==> src/rtl/mem_access_master.sv <==
// Memory-stage load/store initiator: converts pipeline enables, byte address
// and store data into a req/ack transaction toward a multi-cycle word memory,
// freezing the pipeline until the access completes or times out.
module mem_access_master #(
  parameter int ADDRESS_LEN = 32,
  parameter int WORD_LEN    = 32,
  parameter int MEM_BASE    = 1024,
  parameter int MEMORY_SIZE = 64,
  parameter int TIMEOUT     = 15
) (
  input  logic                   clk,
  input  logic                   rst,
  input  logic                   MEM_R_EN,
  input  logic                   MEM_W_EN,
  input  logic [ADDRESS_LEN-1:0] ALU_Res,
  input  logic [WORD_LEN-1:0]    Val_Rm,
  output logic                   freeze,
  output logic [WORD_LEN-1:0]    out,
  output logic                   access_err,
  output logic                   mem_req,
  output logic                   mem_we,
  output logic [ADDRESS_LEN-3:0] mem_addr,
  output logic [WORD_LEN-1:0]    mem_wdata,
  input  logic                   mem_ack,
  input  logic [WORD_LEN-1:0]    mem_rdata
);

  typedef enum logic [1:0] {IDLE, REQ, DONE} state_t;

  state_t                 state, state_nx;
  logic [7:0]             cnt;
  logic                   tmo_err_q;
  logic [ADDRESS_LEN-1:0] off;
  logic [ADDRESS_LEN-3:0] word_off;
  logic                   any_en;
  logic                   legal;
  logic                   start;
  logic                   tmo;

  // Address decode: offset from base, word-aligned and inside the memory.
  always_comb begin
    off      = ALU_Res - ADDRESS_LEN'(MEM_BASE);
    word_off = off[ADDRESS_LEN-1:2];
    legal    = (off[1:0] == 2'b00) && (word_off < (ADDRESS_LEN-2)'(MEMORY_SIZE));
    any_en   = MEM_R_EN | MEM_W_EN;
    start    = (state == IDLE) && any_en && legal;
    tmo      = (cnt == 8'(TIMEOUT - 1));
  end

  // State register.
  always_ff @(posedge clk or negedge rst) begin
    if (!rst) state <= IDLE;
    else      state <= state_nx;
  end

  // Next-state logic; DONE always returns to IDLE so an instruction never re-issues.
  always_comb begin
    state_nx = state;
    unique case (state)
      IDLE:    if (start) state_nx = REQ;
      REQ:     if (mem_ack || tmo) state_nx = DONE;
      DONE:    state_nx = IDLE;
      default: state_nx = IDLE;
    endcase
  end

  // Outputs: freeze/mem_req come from state and pipeline inputs only, never from mem_ack.
  always_comb begin
    mem_req    = (state == REQ);
    freeze     = rst && (start || (state == REQ));
    access_err = tmo_err_q ||
                 ((state == IDLE) && any_en && (!legal || (MEM_R_EN && MEM_W_EN)));
  end

  // Request capture, timeout counter, load data and registered timeout flag.
  always_ff @(posedge clk or negedge rst) begin
    if (!rst) begin
      mem_we    <= 1'b0;
      mem_addr  <= '0;
      mem_wdata <= '0;
      out       <= '0;
      cnt       <= '0;
      tmo_err_q <= 1'b0;
    end else begin
      tmo_err_q <= 1'b0;
      unique case (state)
        IDLE: begin
          if (start) begin
            mem_we    <= MEM_W_EN;
            mem_addr  <= word_off;
            mem_wdata <= Val_Rm;
            cnt       <= '0;
          end
        end
        REQ: begin
          if (mem_ack) begin
            if (!mem_we) out <= mem_rdata;
          end else begin
            cnt <= cnt + 8'd1;
            if (tmo) tmo_err_q <= 1'b1;
          end
        end
        default: ;
      endcase
    end
  end

endmodule

==> config.mk <==
export PLATFORM = sky130hd
export DESIGN_NAME = mem_access_master
export DESIGN_NICKNAME = d
export VERILOG_FILES = /design/src/rtl/mem_access_master.sv
export SDC_FILE = /design/constraint.sdc
export NUM_CORES = 1
export LEC_CHECK = 0
export CORE_ASPECT_RATIO = 1.1
export CORE_MARGIN = 8
export CORE_UTILIZATION = 30
export CTS_CLUSTER_SIZE = 10
export DETAILED_ROUTE_END_ITERATION = 12
export PLACE_DENSITY_LB_ADDON = 0.12
export SYNTH_ARGS = -nofsm -noshare
export SYNTH_HDL_FRONTEND = slang
export SYNTH_SLANG_ARGS = --single-unit
==> constraint.sdc <==
create_clock -name clk -period 4.5 [get_ports clk]
set_input_delay 0.675 -clock clk [delete_from_list [all_inputs] [get_ports clk]]
set_output_delay 0.675 -clock clk [all_outputs]
set_load 0.1 [all_outputs]
==> flow_metrics.tcl, run 1 <==
set metrics [dict create \
    synth.largest_area_cell "dfrtp_1" \
    wirelength_um 12600 \
    crit_path_start "ALU_Res[10]" \
    crit_required_ns 3.83 \
    synth.avg_cell_area_um2 14.1 \
    drive_gt1_frac 0.203 \
    share_comb_of_total_power 0.193 \
    die_h_um 143 \
    dpl_worst_slack_ns 0.266 \
    route.detailed.drc 0 \
    cts.sinks 106 \
    rsz0062_at_grt "false" \
    synth_nets 417 \
    pin_count 199 \
    ys_seq_area_frac 0.605 \
    switching_share 0.282 \
    p_per_area_nw_per_um2 329 \
    synth-seq-cells 106 \
    syn_to_final_growth_pct 58.4 \
    ys_types 46 \
    diodes 0 \
    finalCritPeriodShare 0.930 \
    initial_core_util 0.306 \
    die_area_um2 18700 \
    whs_ns 0.482 \
    clock_skew_ns 0.0107 \
    tritoncts "built" \
    yosysWarnings 0 \
    worstMarginPinSlew_ns 1.04 \
    leakage_uw 0.00307 \
    synth_edf_count 0 \
    syn_area_um2 4380 \
    relSlewSlack 0.303 \
    ff2ff_setup_slack_ns 2.31 \
    fin_ws_ns 0.316 \
    hold_violations 0 \
    fin_crit_ns 4.18 \
    final_cells 713 \
    vias 3222 \
    grt_pass1_wl_um 20200 \
    endpoint "freeze" \
    synthCells 312 \
    dp_hpwl_um 9490 \
    setup_viol 0 \
    p_int_uw 1640 \
    drt-wirelength-per-cell_um 17.7 \
    yosysMostFrequentCell "dfrtp_1" \
    final-max-slew-violation-count 0 \
    status "complete, no violations" \
    drt_iter0_drc 89 \
    crit_fanout 7 \
    cap_violations 0 \
    dp.cells 697 \
    cts_buffer_depth 2 \
    cts_buffers 9 \
    reg2reg_to "mem_wdata[22]$_DFFE_PN0P_" \
    start_kind "primary input" \
    clkPwrFrac 0.370 \
    setup_tns_ns 0 \
    ys_top_cells_by_count "dfrtp_1, mux2_2, and2_1" \
    globalplace.congestion 0.774 \
    fmax_mhz 239 \
    peakVddDrop_uv 208 \
    via_per_inst 4.52 \
    hp-class "register to register" \
    endpoint_kind "output pin" \
    postCtsHoldBufs 0 \
    core_area_um2 14300 \
    crit_type "primary input to output pin" \
    nets 621 \
    synth_area_leaders "dfrtp_1, mux2_2, and2_1" \
    antenna_found_initial 0 \
    synth-async-reset-ratio 1.00 \
    die_w_um 131 \
    grt_pass1_vias 3566 \
    fp-row-count 46 \
    worstPathArrival_ns 3.51 \
    multi_input_comb_area_um2 1660 \
    gr-total-overflow 0 \
    h-tree-depth 3 \
    clkTransAtPathRegs_ns 0.07 \
    synth_ff_type "dfrtp_1" \
    grt_use_total 0.137 \
    root_buffer "clkbuf_16" \
    r2r_start "state[0]$_DFFE_PN0P_" \
    seqPwrFrac 0.437 \
    ant_nets 0 \
    io_buffers 198 \
    synth_top_area_share 0.605 \
    firstDrtPassIters 4 \
    power_switching_uw 644 \
    seqCellArea_um2 2650 \
    grt_max_degree 67 \
    clk_latency_ns 0.35 \
    fill_cells 1279 \
    rr_worst_depth 4 \
]
## layout make-up
type / count / share of cell area
clock inverter: 4 / 0.0106
multi-input combinational: 186 / 0.238
inverter: 10 / 0.00541
clock buffer: 12 / 0.0355
timing repair buffer: 203 / 0.293
sequential: 106 / 0.382
tap: 192 / 0.0346
## cell usage in the layout, fill, tap and decap left out, types with 3 or more instances in the layout
| cell type | instances |
|---|---|
| xnor2_1 | 4 |
| dfrtp_1 | 106 |
| nor4_1 | 4 |
| nand4b_1 | 3 |
| inv_1 | 10 |
| clkbuf_16 | 9 |
| a21oi_1 | 8 |
| xor2_1 | 4 |
| o21ai_0 | 4 |
| buf_4 | 6 |
| nor4b_1 | 3 |
| ha_1 | 4 |
| clkdlybuf4s50_1 | 195 |
| nor2_1 | 12 |
| nand2_1 | 9 |
| nand4_1 | 3 |
| mux2_4 | 3 |
| and2_1 | 24 |
| mux2_2 | 70 |
## how the worst min path moves through the flow
stage / start / to / slack [ns] / cells past startpoint
2_1_floorplan: rst / cnt[0]$_DFFE_PN0P_ / 0.38 / 0
3_3_place_gp: mem_addr[15]$_DFFE_PN0P_ / mem_addr[15]$_DFFE_PN0P_ / 0.47 / 1
3_5_place_dp: mem_addr[14]$_DFFE_PN0P_ / mem_addr[14]$_DFFE_PN0P_ / 0.47 / 1
4_1_cts: mem_addr[6]$_DFFE_PN0P_ / mem_addr[6]$_DFFE_PN0P_ / 0.49 / 1
5_1_grt: mem_addr[18]$_DFFE_PN0P_ / mem_addr[18]$_DFFE_PN0P_ / 0.50 / 1
6_report: mem_addr[23]$_DFFE_PN0P_ / mem_addr[23]$_DFFE_PN0P_ / 0.48 / 1
## logic make-up (layout without fill, tap and decap cells)
group,Yosys count,count (layout),share of synthesized area
buffers and inverters,20,229,0.0205
multiplexers,75,75,0.195
adder cells (fa/ha/maj),5,5,0.0137
AND/OR/NAND/NOR,71,71,0.100
XOR/XNOR,8,8,0.0160
flip-flops,106,106,0.605
AO/OA/AOI/OAI,27,27,0.0499
## state kept, by name, indices dropped and copies added (netlist names)
register and count:
cnt 8, mem_addr 30, mem_wdata 32, mem_we 1
out 32, state 2, tmo_err_q 1
## timing repair
item	in CTS	in global routing
resized for setup	0	1
buffers inserted	0	0
endpoints found under the setup margin	0	1
## critical path, cell delays in order
cell and delay [ns]:
clkdlybuf4s50_1 0.50, inv_1 0.12, ha_1 0.28, nor4b_4 0.35, a32o_1 0.23, a22o_1 0.13
nand3_1 0.12, a2111oi_4 0.38, buf_4 0.22, nand2_2 0.07, a21boi_2 0.23, buf_12 0.20
## layer usage
metal,vias to the layer above,share of wire,GRT usage
met5,-,0,0
met4,0,0.018,0.0563
met3,15,0.11,0.0713
met2,120,0.48,0.220
met1,1565,0.39,0.152
li1,1522,-,-
## power by group through the flow
stage	clock [uW]	combinational (uW)	sequential, uW
after floorplan	0	49.3	1220
after global placement	0	442	1020
after detailed placement	0	445	1020
after CTS	886	446	999
after global routing	927	463	1000
final	846	441	999
## through the flow
step                      total power [uW]  cell area [um2]  utilization
after detailed placement              1460             6620        0.462
after global routing                  2390             6940        0.484
after CTS                             2330             6940        0.484
final                                 2290             6940        0.484
after global placement                1460             6620        0.462
after floorplan                       1270             4390            -
Power figures use the tool's default switching activity.
==> run 2: changes to the inputs <==
--- a/config.mk
+++ b/config.mk
@@ -8,8 +8,9 @@
 export CORE_ASPECT_RATIO = 1.1
 export CORE_MARGIN = 8
 export CORE_UTILIZATION = 30
-export CTS_CLUSTER_SIZE = 10
+export CTS_CLUSTER_SIZE = 28
 export DETAILED_ROUTE_END_ITERATION = 12
+export GPL_ROUTABILITY_DRIVEN = 0
 export PLACE_DENSITY_LB_ADDON = 0.12
 export SYNTH_ARGS = -nofsm -noshare
 export SYNTH_HDL_FRONTEND = slang
==> results of run 2 <==
Final layout, timing and power as in run 1 (identical DEF).
==> run 3: changes to the inputs <==
--- a/config.mk
+++ b/config.mk
@@ -5,6 +5,7 @@
 export SDC_FILE = /design/constraint.sdc
 export NUM_CORES = 1
 export LEC_CHECK = 0
+export CAP_MARGIN = 10
 export CORE_ASPECT_RATIO = 1.1
 export CORE_MARGIN = 8
 export CORE_UTILIZATION = 30
==> results of run 3 <==
Final layout, timing and power as in run 1 (identical DEF).
